--- src/rtl/prog_fetch_pkg.sv ---
// Shared types and default vectors for the RAT MCU fetch stage.
// Imported by the fetch top, its RAS and the bus interface.
package prog_fetch_pkg;

  localparam int ADDR_W_DEF    = 10;
  localparam int INSTR_W_DEF   = 18;
  localparam int RAS_DEPTH_DEF = 8;

  localparam logic [9:0] RESET_VEC_DEF = 10'h000;
  localparam logic [9:0] INTR_VEC_DEF  = 10'h3FF;

  typedef enum logic [1:0] {
    SEL_JUMP = 2'b00,
    SEL_CALL = 2'b01,
    SEL_RET  = 2'b10,
    SEL_INTR = 2'b11
  } redir_sel_t;

  typedef enum logic [1:0] {
    ST_BOOT,
    ST_RUN,
    ST_SQUASH
  } fetch_state_t;

endpackage

--- src/rtl/prog_fetch_if.sv ---
// Fetch bundle: ROM port, decoder handshake, redirect and RAS status.
// master = fetch stage, slave = ROM/decoder side.
interface prog_fetch_if
  import prog_fetch_pkg::*;
#(
  parameter int ADDR_W  = ADDR_W_DEF,
  parameter int INSTR_W = INSTR_W_DEF,
  parameter int CNT_W   = $clog2(RAS_DEPTH_DEF) + 1
);

  logic [ADDR_W-1:0]  PROG_ADDR;
  logic [INSTR_W-1:0] PROG_IR;
  logic [INSTR_W-1:0] IR;
  logic               IR_VALID;
  logic [ADDR_W-1:0]  IR_PC;
  logic               STALL;
  logic               REDIR;
  logic [1:0]         REDIR_SEL;
  logic [ADDR_W-1:0]  REDIR_ADDR;
  logic [CNT_W-1:0]   RAS_COUNT;
  logic               STK_ERR;

  modport master (
    output PROG_ADDR, IR, IR_VALID, IR_PC,
    output RAS_COUNT, STK_ERR,
    input  PROG_IR, STALL, REDIR,
    input  REDIR_SEL, REDIR_ADDR
  );

  modport slave (
    input  PROG_ADDR, IR, IR_VALID, IR_PC,
    input  RAS_COUNT, STK_ERR,
    output PROG_IR, STALL, REDIR,
    output REDIR_SEL, REDIR_ADDR
  );

endinterface

--- src/rtl/prog_fetch_ras.sv ---
// Circular return-address stack; a push when full overwrites the oldest.
// Pop data is combinational from the current top entry.
module ret_addr_stack
  import prog_fetch_pkg::*;
#(
  parameter int DEPTH = RAS_DEPTH_DEF,
  parameter int W     = ADDR_W_DEF
) (
  input  logic                     clk,
  input  logic                     rst_n,
  input  logic                     push,
  input  logic                     pop,
  input  logic [W-1:0]             din,
  output logic [W-1:0]             dout,
  output logic [$clog2(DEPTH):0]   count,
  output logic                     ovf,
  output logic                     unf
);

  localparam int PW = $clog2(DEPTH);
  localparam int CW = PW + 1;

  logic [W-1:0]  mem_q [DEPTH];
  logic [W-1:0]  mem_d [DEPTH];
  logic [PW-1:0] wp_q, wp_d;
  logic [PW-1:0] rp;
  logic [CW-1:0] cnt_q, cnt_d;
  logic          full, empty;

  assign full  = (cnt_q == CW'(DEPTH));
  assign empty = (cnt_q == '0);
  assign rp    = wp_q - PW'(1);
  assign dout  = mem_q[rp];
  assign count = cnt_q;

  always_comb begin
    mem_d = mem_q;
    wp_d  = wp_q;
    cnt_d = cnt_q;
    ovf   = 1'b0;
    unf   = 1'b0;
    if (push) begin
      mem_d[wp_q] = din;
      wp_d        = wp_q + PW'(1);
      if (full) ovf   = 1'b1;
      else      cnt_d = cnt_q + CW'(1);
    end else if (pop) begin
      if (empty) begin
        unf = 1'b1;
      end else begin
        wp_d  = rp;
        cnt_d = cnt_q - CW'(1);
      end
    end
  end

  always_ff @(posedge clk or negedge rst_n) begin
    if (!rst_n) begin
      mem_q <= '{default: '0};
      wp_q  <= '0;
      cnt_q <= '0;
    end else begin
      mem_q <= mem_d;
      wp_q  <= wp_d;
      cnt_q <= cnt_d;
    end
  end

endmodule

--- src/rtl/prog_fetch.sv ---
// RAT MCU fetch stage: PC, ROM address mux, issue FSM and redirects.
// IR is the ROM word paired with IR_PC one cycle after addressing.
module prog_fetch
  import prog_fetch_pkg::*;
#(
  parameter int ADDR_W    = ADDR_W_DEF,
  parameter int INSTR_W   = INSTR_W_DEF,
  parameter logic [ADDR_W-1:0] RESET_VEC = ADDR_W'(RESET_VEC_DEF),
  parameter logic [ADDR_W-1:0] INTR_VEC  = ADDR_W'(INTR_VEC_DEF),
  parameter int RAS_DEPTH = RAS_DEPTH_DEF
) (
  input  logic         CLK,
  input  logic         RST_N,
  prog_fetch_if.master bus
);

  fetch_state_t      state_q, state_d;
  logic [ADDR_W-1:0] f_pc_q, f_pc_d;
  logic [ADDR_W-1:0] ir_pc_q, ir_pc_d;
  logic              stk_err_q, stk_err_d;

  logic              valid;
  logic              redir_go;
  logic              stall_go;
  redir_sel_t        sel;
  logic [ADDR_W-1:0] tgt;
  logic              push, pop;
  logic [ADDR_W-1:0] push_data;
  logic [ADDR_W-1:0] ras_dout;
  logic [$clog2(RAS_DEPTH):0] ras_cnt;
  logic              ovf, unf;

  assign valid    = (state_q == ST_RUN);
  assign sel      = redir_sel_t'(bus.REDIR_SEL);
  assign redir_go = valid & bus.REDIR;
  assign stall_go = valid & bus.STALL & ~bus.REDIR;

  assign push = redir_go &
                ((sel == SEL_CALL) | (sel == SEL_INTR));
  assign pop  = redir_go & (sel == SEL_RET);

  // An interrupted instruction has not run, so it is re-fetched on return.
  assign push_data = (sel == SEL_CALL) ?
                     ir_pc_q + ADDR_W'(1) : ir_pc_q;

  ret_addr_stack #(
    .DEPTH (RAS_DEPTH),
    .W     (ADDR_W)
  ) u_ras (
    .clk   (CLK),
    .rst_n (RST_N),
    .push  (push),
    .pop   (pop),
    .din   (push_data),
    .dout  (ras_dout),
    .count (ras_cnt),
    .ovf   (ovf),
    .unf   (unf)
  );

  always_comb begin
    tgt = bus.REDIR_ADDR;
    unique case (sel)
      SEL_JUMP: tgt = bus.REDIR_ADDR;
      SEL_CALL: tgt = bus.REDIR_ADDR;
      SEL_RET:  tgt = (ras_cnt == '0) ?
                      RESET_VEC : ras_dout;
      SEL_INTR: tgt = INTR_VEC;
    endcase
  end

  always_comb begin
    state_d   = state_q;
    f_pc_d    = f_pc_q;
    ir_pc_d   = ir_pc_q;
    stk_err_d = stk_err_q | ovf | unf;
    unique case (state_q)
      ST_BOOT, ST_SQUASH: begin
        ir_pc_d = f_pc_q;
        f_pc_d  = f_pc_q + ADDR_W'(1);
        state_d = ST_RUN;
      end
      ST_RUN: begin
        if (bus.REDIR) begin
          f_pc_d  = tgt;
          state_d = ST_SQUASH;
        end else if (!bus.STALL) begin
          ir_pc_d = f_pc_q;
          f_pc_d  = f_pc_q + ADDR_W'(1);
        end
      end
      default: state_d = ST_BOOT;
    endcase
  end

  always_ff @(posedge CLK or negedge RST_N) begin
    if (!RST_N) begin
      state_q   <= ST_BOOT;
      f_pc_q    <= RESET_VEC;
      ir_pc_q   <= '0;
      stk_err_q <= 1'b0;
    end else begin
      state_q   <= state_d;
      f_pc_q    <= f_pc_d;
      ir_pc_q   <= ir_pc_d;
      stk_err_q <= stk_err_d;
    end
  end

  // Holding the address on stall makes the ROM re-read the issued word.
  assign bus.PROG_ADDR = stall_go ? ir_pc_q : f_pc_q;
  assign bus.IR        = valid ? bus.PROG_IR : '0;
  assign bus.IR_VALID  = valid;
  assign bus.IR_PC     = ir_pc_q;
  assign bus.RAS_COUNT = ras_cnt;
  assign bus.STK_ERR   = stk_err_q;

endmodule
--- src/flat_wrapper.sv ---
// flat-port wrapper written by rule: the top's interface ports become plain ports
module prog_fetch_flat import prog_fetch_pkg::*;
#(
  parameter int ADDR_W    = ADDR_W_DEF,
  parameter int INSTR_W   = INSTR_W_DEF,
  parameter logic [ADDR_W-1:0] RESET_VEC = ADDR_W'(RESET_VEC_DEF),
  parameter logic [ADDR_W-1:0] INTR_VEC  = ADDR_W'(INTR_VEC_DEF),
  parameter int RAS_DEPTH = RAS_DEPTH_DEF
)
  (CLK, RST_N, bus_PROG_ADDR, bus_IR, bus_IR_VALID, bus_IR_PC, bus_RAS_COUNT, bus_STK_ERR, bus_PROG_IR, bus_STALL, bus_REDIR, bus_REDIR_SEL, bus_REDIR_ADDR);
  prog_fetch_if #(.ADDR_W(ADDR_W), .INSTR_W(INSTR_W)) bus_i ();
  input  logic CLK;
  input  logic RST_N;
  output wire logic [$bits(bus_i.PROG_ADDR)-1:0] bus_PROG_ADDR;
  output wire logic [$bits(bus_i.IR)-1:0] bus_IR;
  output wire logic [$bits(bus_i.IR_VALID)-1:0] bus_IR_VALID;
  output wire logic [$bits(bus_i.IR_PC)-1:0] bus_IR_PC;
  output wire logic [$bits(bus_i.RAS_COUNT)-1:0] bus_RAS_COUNT;
  output wire logic [$bits(bus_i.STK_ERR)-1:0] bus_STK_ERR;
  input wire logic [$bits(bus_i.PROG_IR)-1:0] bus_PROG_IR;
  input wire logic [$bits(bus_i.STALL)-1:0] bus_STALL;
  input wire logic [$bits(bus_i.REDIR)-1:0] bus_REDIR;
  input wire logic [$bits(bus_i.REDIR_SEL)-1:0] bus_REDIR_SEL;
  input wire logic [$bits(bus_i.REDIR_ADDR)-1:0] bus_REDIR_ADDR;
  assign bus_PROG_ADDR = bus_i.PROG_ADDR;
  assign bus_IR = bus_i.IR;
  assign bus_IR_VALID = bus_i.IR_VALID;
  assign bus_IR_PC = bus_i.IR_PC;
  assign bus_RAS_COUNT = bus_i.RAS_COUNT;
  assign bus_STK_ERR = bus_i.STK_ERR;
  assign bus_i.PROG_IR = bus_PROG_IR;
  assign bus_i.STALL = bus_STALL;
  assign bus_i.REDIR = bus_REDIR;
  assign bus_i.REDIR_SEL = bus_REDIR_SEL;
  assign bus_i.REDIR_ADDR = bus_REDIR_ADDR;
  prog_fetch #(.ADDR_W(ADDR_W), .INSTR_W(INSTR_W), .RESET_VEC(RESET_VEC), .INTR_VEC(INTR_VEC), .RAS_DEPTH(RAS_DEPTH)) u_core (.CLK(CLK), .RST_N(RST_N), .bus(bus_i));
endmodule
--- config.mk ---
export PLATFORM = sky130hd
export DESIGN_NAME = prog_fetch_flat
export DESIGN_NICKNAME = d
export VERILOG_FILES = /design/src/rtl/prog_fetch_pkg.sv /design/src/rtl/prog_fetch_if.sv /design/src/rtl/prog_fetch_ras.sv /design/src/rtl/prog_fetch.sv /design/src/flat_wrapper.sv
export SDC_FILE = /design/constraint.sdc
export NUM_CORES = 1
export LEC_CHECK = 0
export BUFFER_PORTS_ARGS = -buffer_cell sky130_fd_sc_hd__buf_2
export CAP_MARGIN = 20
export CORE_MARGIN = 3
export CORE_UTILIZATION = 44
export CTS_BUF_LIST = sky130_fd_sc_hd__clkbuf_8
export CTS_CLUSTER_SIZE = 40
export DETAILED_ROUTE_END_ITERATION = 16
export HOLD_SLACK_MARGIN = 0.02
export PLACE_DENSITY = 0.64
export SYNTH_ARGS = -nofsm -noshare
export SYNTH_HDL_FRONTEND = slang
export SYNTH_SLANG_ARGS = --single-unit
export TNS_END_PERCENT = 5
--- constraint.sdc ---
create_clock -name CLK -period 2.65 [get_ports CLK]
set_clock_uncertainty 0.2 [all_clocks]
set_input_delay 0.1325 -clock CLK [delete_from_list [all_inputs] [get_ports CLK]]
set_output_delay 0.1325 -clock CLK [all_outputs]
set_load 0.03 [all_outputs]
# ---- Word-level counts from Yosys, hierarchy flattened
# Cells that the tools add are included.
dict set report totals {
  register_bits 110
  wordCells 89
}
dict set report classes {
  n_mux 31
  n_lt_le_gt_ge 3
  n_bitwise 11
  addsub 6
  eq_ne 12
  reduce_logical 12
}
# operator count
set ops {}
lappend ops {{$mux 10} 10}
lappend ops {{$bwmux 80} 1}
lappend ops {{$pmux 10 s2} 2}
lappend ops {{$bmux 10 s3} 1}
lappend ops {{$demux 10 s3} 1}
lappend ops {{$pmux 10 s3} 1}
lappend ops {{$add 10x1->10 const B} 2}
lappend ops {{$mux 18} 1}
lappend ops {{$mux 4} 4}
lappend ops {{$mux 3} 3}
lappend ops {{$ge 4x4->1 const B} 2}
lappend ops {{$ne 2x2->1 const B} 4}
lappend ops {{$not 3->4} 2}
lappend ops {{$eq 2x2->1 const B} 3}
lappend ops {{$reduce_and 3->1} 2}
lappend ops {{$and 1x1->1} 5}
lappend ops {{$mux 1} 5}
lappend ops {{$add 4x1->4 const B} 1}
lappend ops {{$eq 2x1->1 const B} 2}
lappend ops {{$eq 4x4->1 const B} 1}
lappend ops {{$logic_not 2->1} 2}
lappend ops {{$logic_not 4->1} 1}
lappend ops {{$lt 4x1->1 const B} 1}
lappend ops {{$pmux 2 s2} 1}
lappend ops {{12 further kinds} 17}

# ---- Longest topological paths before layout
# Gate-level depths: netlist (run 1).
dict set report depth {
  ltp_word 9
  ltp_mapped 11
}

# ---- Modules after synthesis
# A second synthesis (run 1) with hierarchy kept.
dict set report unflattened {
  cells_unflattened 432
  hier_area_um2 5861.9
}
# mod cells_each area_per_inst_um2 n_inst
set modules_own_cells {}
lappend modules_own_cells {ret_addr_stack 265 4242.8 1}
lappend modules_own_cells {prog_fetch 167 1619.1 1}

# ---- Least setup slack after synthesis (run 1)
# Ideal clock, no wire load.
dict set report synth_path {
  kind {register -> register}
  start {reg u_core.state_q[1]}
  end {reg u_core.u_ras.cnt_q[3] (netlist: u_core.u_ras.count[3])}
  setup_time_ps 139
  path_slack_ps 378
  t_required_ps 2311
  arrival_ps 1933
  path_buffers 2
  path_stages_with_launch 12
  path_cell_list {dfrtp_1 -> nand3b_1 -> buf_2 -> inv_4 -> buf_6 -> nand2_4 -> ha_1 -> a21o_1 -> a21oi_1 -> xor2_1 -> nor2_1 -> xor2_1}
}
dict set report synth_between {
  elab_chain_cells 5
  word_cells_on_any_way 9
  cone_classes {3 x eq/ne; 1 x mux; 3 x bitwise; 2 x reduce/logical}
}
# item line_no
set synth_lines {}
lappend synth_lines {{start, declared} prog_fetch.sv:17} ;# fetch_state_t state_q, state_d;
lappend synth_lines {{start signal, assigned} prog_fetch.sv:103} ;# state_q <= state_d;
lappend synth_lines {{$eq 2x1->1 *} prog_fetch.sv:33} ;# assign valid = (state_q == ST_RUN);
lappend synth_lines {{$and 1x1->1 *} prog_fetch.sv:35} ;# assign redir_go = valid & bus.REDIR;
lappend synth_lines {{$and 1x1->1, on equally long branches} {prog_fetch.sv:38, prog_fetch.sv:40}}
lappend synth_lines {{$ne 2x2->1 (no source line), or another cell as far along} n/a}
lappend synth_lines {{$reduce_and 3->1 (no source line)} n/a}
lappend synth_lines {{end signal, assigned} prog_fetch_ras.sv:65} ;# cnt_q <= cnt_d;
lappend synth_lines {{end, declared} prog_fetch_ras.sv:27} ;# logic [CW-1:0] cnt_q, cnt_d;
# Mark *: on every way between the ends. The rest lies on a longest branch, timed or not.
# A chain may end at the register's enable or synchronous reset.

# ---- Worst setup path in the final report (run 1)
dict set report layout_path {
  start {in bus_REDIR_SEL[0]}
  end {reg u_core.u_ras.mem_q[76] (netlist name)}
}
dict set report layout_between {
  elab_chain_cells 3
  word_cells_on_any_way 6
  cone_classes {2 x eq/ne; 2 x mux; 2 x bitwise}
}
# item line_no
set layout_lines {}
lappend layout_lines {{start, declared} flat_wrapper.sv:23} ;# input wire logic [$bits(bus_i.REDIR_SEL)-1:0] bus_REDIR_SEL;
lappend layout_lines {{$eq 2x1->1 or $eq 2x2->1 (tied branches)} {prog_fetch.sv:39, prog_fetch.sv:43}}
lappend layout_lines {{$mux 10 or $or 1x1->1 (tied branches)} {prog_fetch.sv:43, prog_fetch.sv:39}}
lappend layout_lines {{$bwmux 80 or $and 1x1->1 (tied branches)} {prog_fetch_ras.sv:43, prog_fetch.sv:38}}
lappend layout_lines {{end signal, assigned} prog_fetch_ras.sv:63} ;# mem_q <= mem_d;
lappend layout_lines {{end, declared} prog_fetch_ras.sv:23} ;# logic [W-1:0] mem_q [DEPTH];
# Parallel ways exist; a longest one is shown, timed or not.

==> results.md, run 1 <==
* Outcome: completed
* CTS H-tree depth at 3
* Synth area leader: dfrtp_1
* Max cap viols at 0
* Post-synth top area share at 0.493
* Final instance area at 6550 sq um
* R2R Setup Slk at 0.40 ns
* IO buf count at 77
* Slew headroom at 0.413
* Commonest non-fill, non-tap cell in the layout: dfrtp_1
* Worst EP required at 2.69 ns
* Crit. End Element: flop
* Drt total wl at 14400 um
* Sequential share of the synthesized area at 0.493
* Placeable Area at 12200 sq um
* IO Pins at 78
* Mapped Area at 5590 sq um
* Leak pwr at 3.03 nW
* Peak VDD IR at 0.000473 V
* Max Slew Vio Count at 0
* Power Density at 1230 nW/um^2
* # fillers at 1139
* Vias per cell at 5.38
* Slowest stage cell on the critical path: xor2_1
* RSZ-0062 raised after global routing: no
* Inserted Clock Buffers at 9
* Critical-path cell list: dlygate4sd3_1 -> buf_2 -> nor2b_1 -> nand4_1 -> xor2_1 -> o21ai_0
* Worst Setup Start Kind: primary input
* Row count at 40
* Measured slew at the worst slew-check pin at 0.874 ns
* Final hold slack at 0.0668 ns
* GRT Overall Usage at 0.216
* #FFs+latches synth at 110
* Clock slew at reported path FFs at 0.10 ns
* Final HPWL from detailed placement at 10200 um
* Routed WL per cell at 17.2 um
* Worst-case reg-to-reg path depth at 9
* Largest net degree at the start of global routing at 57
* Critical path arrival at 2.39 ns
* Ys Warns at 0
* Worst reg2reg path endpoint: u_core.u_ras.count[3]$_DFFE_PN0P_
* Initial core utilization at 0.458
* Post-Route Setup TNS at 0 ns
* Placed cell area at 6220 sq um
* Die footprint at 14100 sq um
* Syn_area_per_cell at 9.69 sq um
* Die width at 119 um
* Reg area at 2750 sq um
* Area delta synth->final at 17.2%
* Final Cycle Share at 0.890
* Grt total ovfl at 0
* Post-CTS sizing at 0
* Root Driver: clkbuf_8
* DRT iter0 DRCs at 283
* Synth area leaders: dfrtp_1 (49%), nand2_1 (7.0%), a21oi_1 (5.3%)
* EDFF count, synth at 0
* Clock Sinks at 110
* Cells after Synth at 577
* Drt first pass iters at 4
* Most frequent cells in the layout: dfrtp_1 (110), nand2_1 (104), buf_2 (76)
* Fmax at 424 MHz
* Gpl congestion at 0.923
* Vias in the first global route at 4556
* Post-DRT Antenna Nets at 0
* Synth unique cells at 54
* CTS Buffer Depth at 2
* Family with the most delay on the worst path: buffers and inverters
* Worst r2r src: u_core.state_q[1]$_DFFE_PN0P_
* First-pass GRT wire length at 24300 um
* DR vias at 4527
* Syn Nets at 618
* Post-route minimum period at 2.36 ns
* Ys flop type: dfrtp_1
* Async set-reset flop share out of synthesis at 1.00
* Antenna diodes at 0
* Layout Nets at 709
* Layout cells sized above 1 at 0.229
* # Post-CTS Setup Buffers at 0
* WS Path Type: in2reg
* # setup viols final at 0
* DR DRC count at 0
* CTS tree: built
* Initial antenna violation count at 0
* Worst-skew pair later-pin latency at 0.38 ns
* Multi-input gate area in the final layout at 2640 sq um
* Crit path buf inv count at 2
* Die Span Y at 119 um
* Crit-path max FO at 16
* Critical Path Max Stage Delay at 0.58 ns
* HP Class: in2async
* Hold Vio Cnt, Final at 0
-- worst min-delay path, cell delays in order --
cell and delay [ns]:
dlygate4sd3_1 0.53, buf_4 0.16, buf_12 0.19
-- logic make-up after synthesis --
| group | share of synthesized area |
|---|---|
| xor gates and xnor gates | 0.0307 |
| AOI/OAI and AO/OA | 0.131 |
| adders and majority gates | 0.0170 |
| and+or+nand+nor | 0.188 |
| DFF | 0.493 |
| muxes | 0.103 |
| buffers and inverters | 0.0367 |
-- timing repair --
| action | CTS | global route |
|---|---|---|
| hold buffers | 14 | 0 |
| setup endpoints to repair | 0 | 0 |
| endpoints found under the hold margin | 129 | 0 |
-- how the worst max path moves through the flow --
stage                                       from                                  to  depth (start not counted)
3_3_place_gp   u_core.u_ras.count[1]$_DFFE_PN0P_   u_core.u_ras.count[1]$_DFFE_PN0P_                          4
6_report                        bus_REDIR_SEL[0]  u_core.u_ras.mem_q[76]$_DFFE_PN0P_                          6
4_1_cts                                bus_REDIR                    bus_PROG_ADDR[7]                          6
3_5_place_dp       u_core.state_q[1]$_DFFE_PN0P_   u_core.u_ras.count[3]$_DFFE_PN0P_                          9
2_1_floorplan      u_core.state_q[1]$_DFFE_PN0P_   u_core.u_ras.count[3]$_DFFE_PN0P_                         11
5_1_grt                         bus_REDIR_SEL[0]  u_core.u_ras.mem_q[76]$_DFFE_PN0P_                          6
-- per-stage QoR --
stage               instances  utilization  setup WS (ns)  power, mW
finish                    841        0.536          0.293       8.07
global route              841        0.536         0.0997       8.74
CTS                       841        0.536          0.290       8.12
detailed placement        811        0.509          0.406       7.13
global placement          811        0.509          0.410       7.00
floorplan                 577            -          0.378       5.87
-- where the power goes --
part / internal, mW / switching (mW) / total (mW)
Sequential: 2.43 / 0.674 / 3.11
Clock: 0.374 / 0.582 / 0.956
Combinational: 1.68 / 2.33 / 4.01
Total: 4.48 / 3.59 / 8.07
-- cell usage after synthesis, types with 4 or more instances --
library cell  number
a21oi_1           59
a31oi_1            7
and2_1            19
and3_1             4
buf_2             17
clkbuf_1          11
dfrtp_1          110
ha_1               6
inv_1              6
mux2_2             9
mux2i_1            9
mux4_2            13
nand2_1          104
nand2b_1           8
nand3_1            8
nand4_1            5
nor2_1            68
nor3_1             7
o21ai_0           42
xnor2_1            8
xor2_1             6
-- layer usage --
| layer | part of all wire | global-route usage | routed length (um) |
|---|---|---|---|
| met1 | 0.46 | 0.302 | 6600 |
| met3 | 0.060 | 0.0354 | 863 |
| met5 | 0 | 0 | 0 |
| met2 | 0.47 | 0.347 | 6750 |
| met4 | 0.016 | 0.0644 | 236 |
-- area by class of cell --
type	count	area share
clock buffer	10	0.0210
clock inverter	6	0.00650
inverter	7	0.00439
multi-input combinational	426	0.403
sequential	110	0.420
tap	168	0.0321
timing repair buffer	114	0.112
-- registers in the layout, summed over array words and instances (netlist names) --
signal	count
u_core.u_ras.mem_q	80
u_core.bus.IR_PC	10
u_core.u_ras.count	4
u_core.f_pc_q	10
u_core.bus.STK_ERR	1
u_core.u_ras.wp_q	3
u_core.state_q	2
(Power assumes the default switching activity.)
==> run 2, diff against run 1 <==
==> constraint.sdc (replaced) <==
create_clock -name CLK -period 2.4 [get_ports CLK]
set_clock_uncertainty 0.2 [all_clocks]
set_input_delay 0 -clock CLK [delete_from_list [all_inputs] [get_ports CLK]]
set_output_delay 0 -clock CLK [all_outputs]
set_load 0.03 [all_outputs]
==> run 2 against run 1 <==
  * Hold slack worse by 0.0082 ns
  * Register-to-register slack worse by 0.21 ns
  * Critical path depth down 2
  * Combinational power up 14%
  * Final area up 3.2%
  * Critical path type is now reg2out
  * Clock power up 26%
  * Count of clock-buffer cells in the layout down 1
  * Core utilization up 1.7 points
  * Die area unchanged
  * Non-clock buffer count up 20
  * Global-route usage about the same
==> results.md, run 2 (synthesis gave the netlist of run 1 again) <==
* Clock slew at reported path FFs at 0.11 ns
* Drt first pass iters at 4
* Measured slew at the worst slew-check pin at 0.660 ns
* Area delta synth->final at 20.9%
* Post-route minimum period at 2.21 ns
* Post-place setup slack at 0.229 ns
* Die footprint at 14100 sq um
* Layout cells sized above 1 at 0.237
* GRT Overall Usage at 0.216
* Worst Setup Start Kind: flop
* # Post-CTS Setup Buffers at 0
* Crit. End Element: output port
* Vias in the first global route at 4654
* # hold bufs at CTS at 25
* Leak pwr at 3.12 nW
* Post-route worst setup slack at 0.190 ns
* Outcome: completed
* IO Pins at 78
* Post-Route Setup TNS at 0 ns
* Worst EP required at 2.20 ns
* Peak VDD IR at 0.000485 V
* Root Driver: clkbuf_8
* First-pass GRT wire length at 24100 um
* Vias per cell at 5.34
* RSZ-0062 raised after global routing: no
* Die Span Y at 119 um
* CTS tree: built
* Initial core utilization at 0.458
* Power Density at 1350 nW/um^2
* Gpl congestion at 0.899
* Clock Sinks at 110
* Placed cell area at 6290 sq um
* Final HPWL from detailed placement at 10100 um
* Commonest non-fill, non-tap cell in the layout: dfrtp_1
* DR vias at 4600
* Final instance area at 6760 sq um
* Grt total ovfl at 0
* Largest net degree at the start of global routing at 42
* Combinational share of power at 0.501
* Routed WL per cell at 16.9 um
* IO buf count at 77
* Crit-path max FO at 11
* Cell Int Power at 5.11 mW
* Die width at 119 um
* Drt total wl at 14600 um
* Final hold slack at 0.0586 ns
* Sw frac at 0.441
* CTS H-tree depth at 3
* Placeable Area at 12200 sq um
* Post-CTS sizing at 0
* # fillers at 1100
* Switching power total at 4.04 mW
* Hold Vio Cnt, Final at 0
* Layout Nets at 729
* Flop pwr share at 0.368
* Post-DRT Antenna Nets at 0
* Fmax at 452 MHz
* Most frequent cells in the layout: dfrtp_1 (110), nand2_1 (104), buf_2 (76)
* Max FFs per register at 80
* # setup viols final at 0
* Max cap viols at 0
* Antenna diodes at 0
* DR DRC count at 0
* Clock Power Share at 0.131
* Critical path arrival at 2.01 ns
* Final Cycle Share at 0.921
* Worst-skew pair later-pin latency at 0.40 ns
* Slew headroom at 0.559
* Max Slew Vio Count at 0
* DRT iter0 DRCs at 306
* CTS Buffer Depth at 2
* Inserted Clock Buffers at 9
* Row count at 40
* HP Class: in2reg
* Largest Register: u_core.u_ras.mem_q
* Initial antenna violation count at 0
* WS Path Type: reg2out
[run 2: cell count changes in the layout (fill, tap and decap cells not counted), sizes merged]
cell	before	now
buf	101	110
bufinv	0	1
clkbuf	10	9
clkinv	1	2
clkinvlp	1	0
dlygate4sd3	13	24
[run 2: power by group through the flow]
stage                     combinational, mW  clock, mW  sequential, mW
final                                  4.58       1.20            3.37
after global routing                   5.01       1.32            3.48
after CTS                              4.59       1.23            3.36
after detailed placement               4.53          0            3.41
after global placement                 4.44          0            3.36
after floorplan                        3.04          0            3.44
[run 2: final cells by class]
type / count / area [sq um] / share of cell area
Tap cell: 168 / 210 / 0.0311
Sequential cell: 110 / 2750 / 0.407
Multi-Input combinational cell: 426 / 2640 / 0.391
Timing Repair Buffer: 134 / 913 / 0.135
Inverter: 7 / 28.8 / 0.00426
Clock buffer: 9 / 124 / 0.0183
Clock inverter: 7 / 85.1 / 0.0126
[run 2: metrics by stage]
step / cells / utilization / power (mW)
after global placement: 820 / 0.515 / 7.80
after floorplan: 577 / - / 6.49
after CTS: 861 / 0.553 / 9.18
after detailed placement: 820 / 0.515 / 7.94
after global routing: 861 / 0.553 / 9.81
final: 861 / 0.553 / 9.15
[run 2: layer usage]
layer	global-route usage	part of all wire
met2	0.352	0.48
met5	0	0
met4	0.0883	0.023
met1	0.285	0.45
met3	0.0378	0.045
[run 2: worst paths after layout]
| check | from | endpoint | slack (ns) | cells after the start |
|---|---|---|---|---|
| worst min-delay path | bus_REDIR_SEL[1] | u_core.bus.STK_ERR$_DFF_PN0_ | 0.06 | 5 |
| worst max-delay path | u_core.state_q[0]$_DFFE_PN0P_ | bus_PROG_ADDR[6] | 0.19 | 4 |
| min in group asynchronous | RST_N | u_core.u_ras.mem_q[78]$_DFFE_PN0P_ | 0.49 | 4 |
| max in group asynchronous | RST_N | u_core.u_ras.mem_q[36]$_DFFE_PN0P_ | 1.11 | 4 |
| worst max register to register | u_core.state_q[1]$_DFFE_PN0P_ | u_core.f_pc_q[9]$_DFFE_PN0P_ | 0.19 | 7 |
| worst min register to register | u_core.bus.STK_ERR$_DFF_PN0_ | u_core.bus.STK_ERR$_DFF_PN0_ | 0.28 | 1 |
[run 2: worst max-delay path, stage by stage (launching register included)]
cell and delay [ns]:
dfrtp_1 0.42, nor2b_1 0.18, and2_1 0.44, mux2_2 0.40, buf_2 0.18
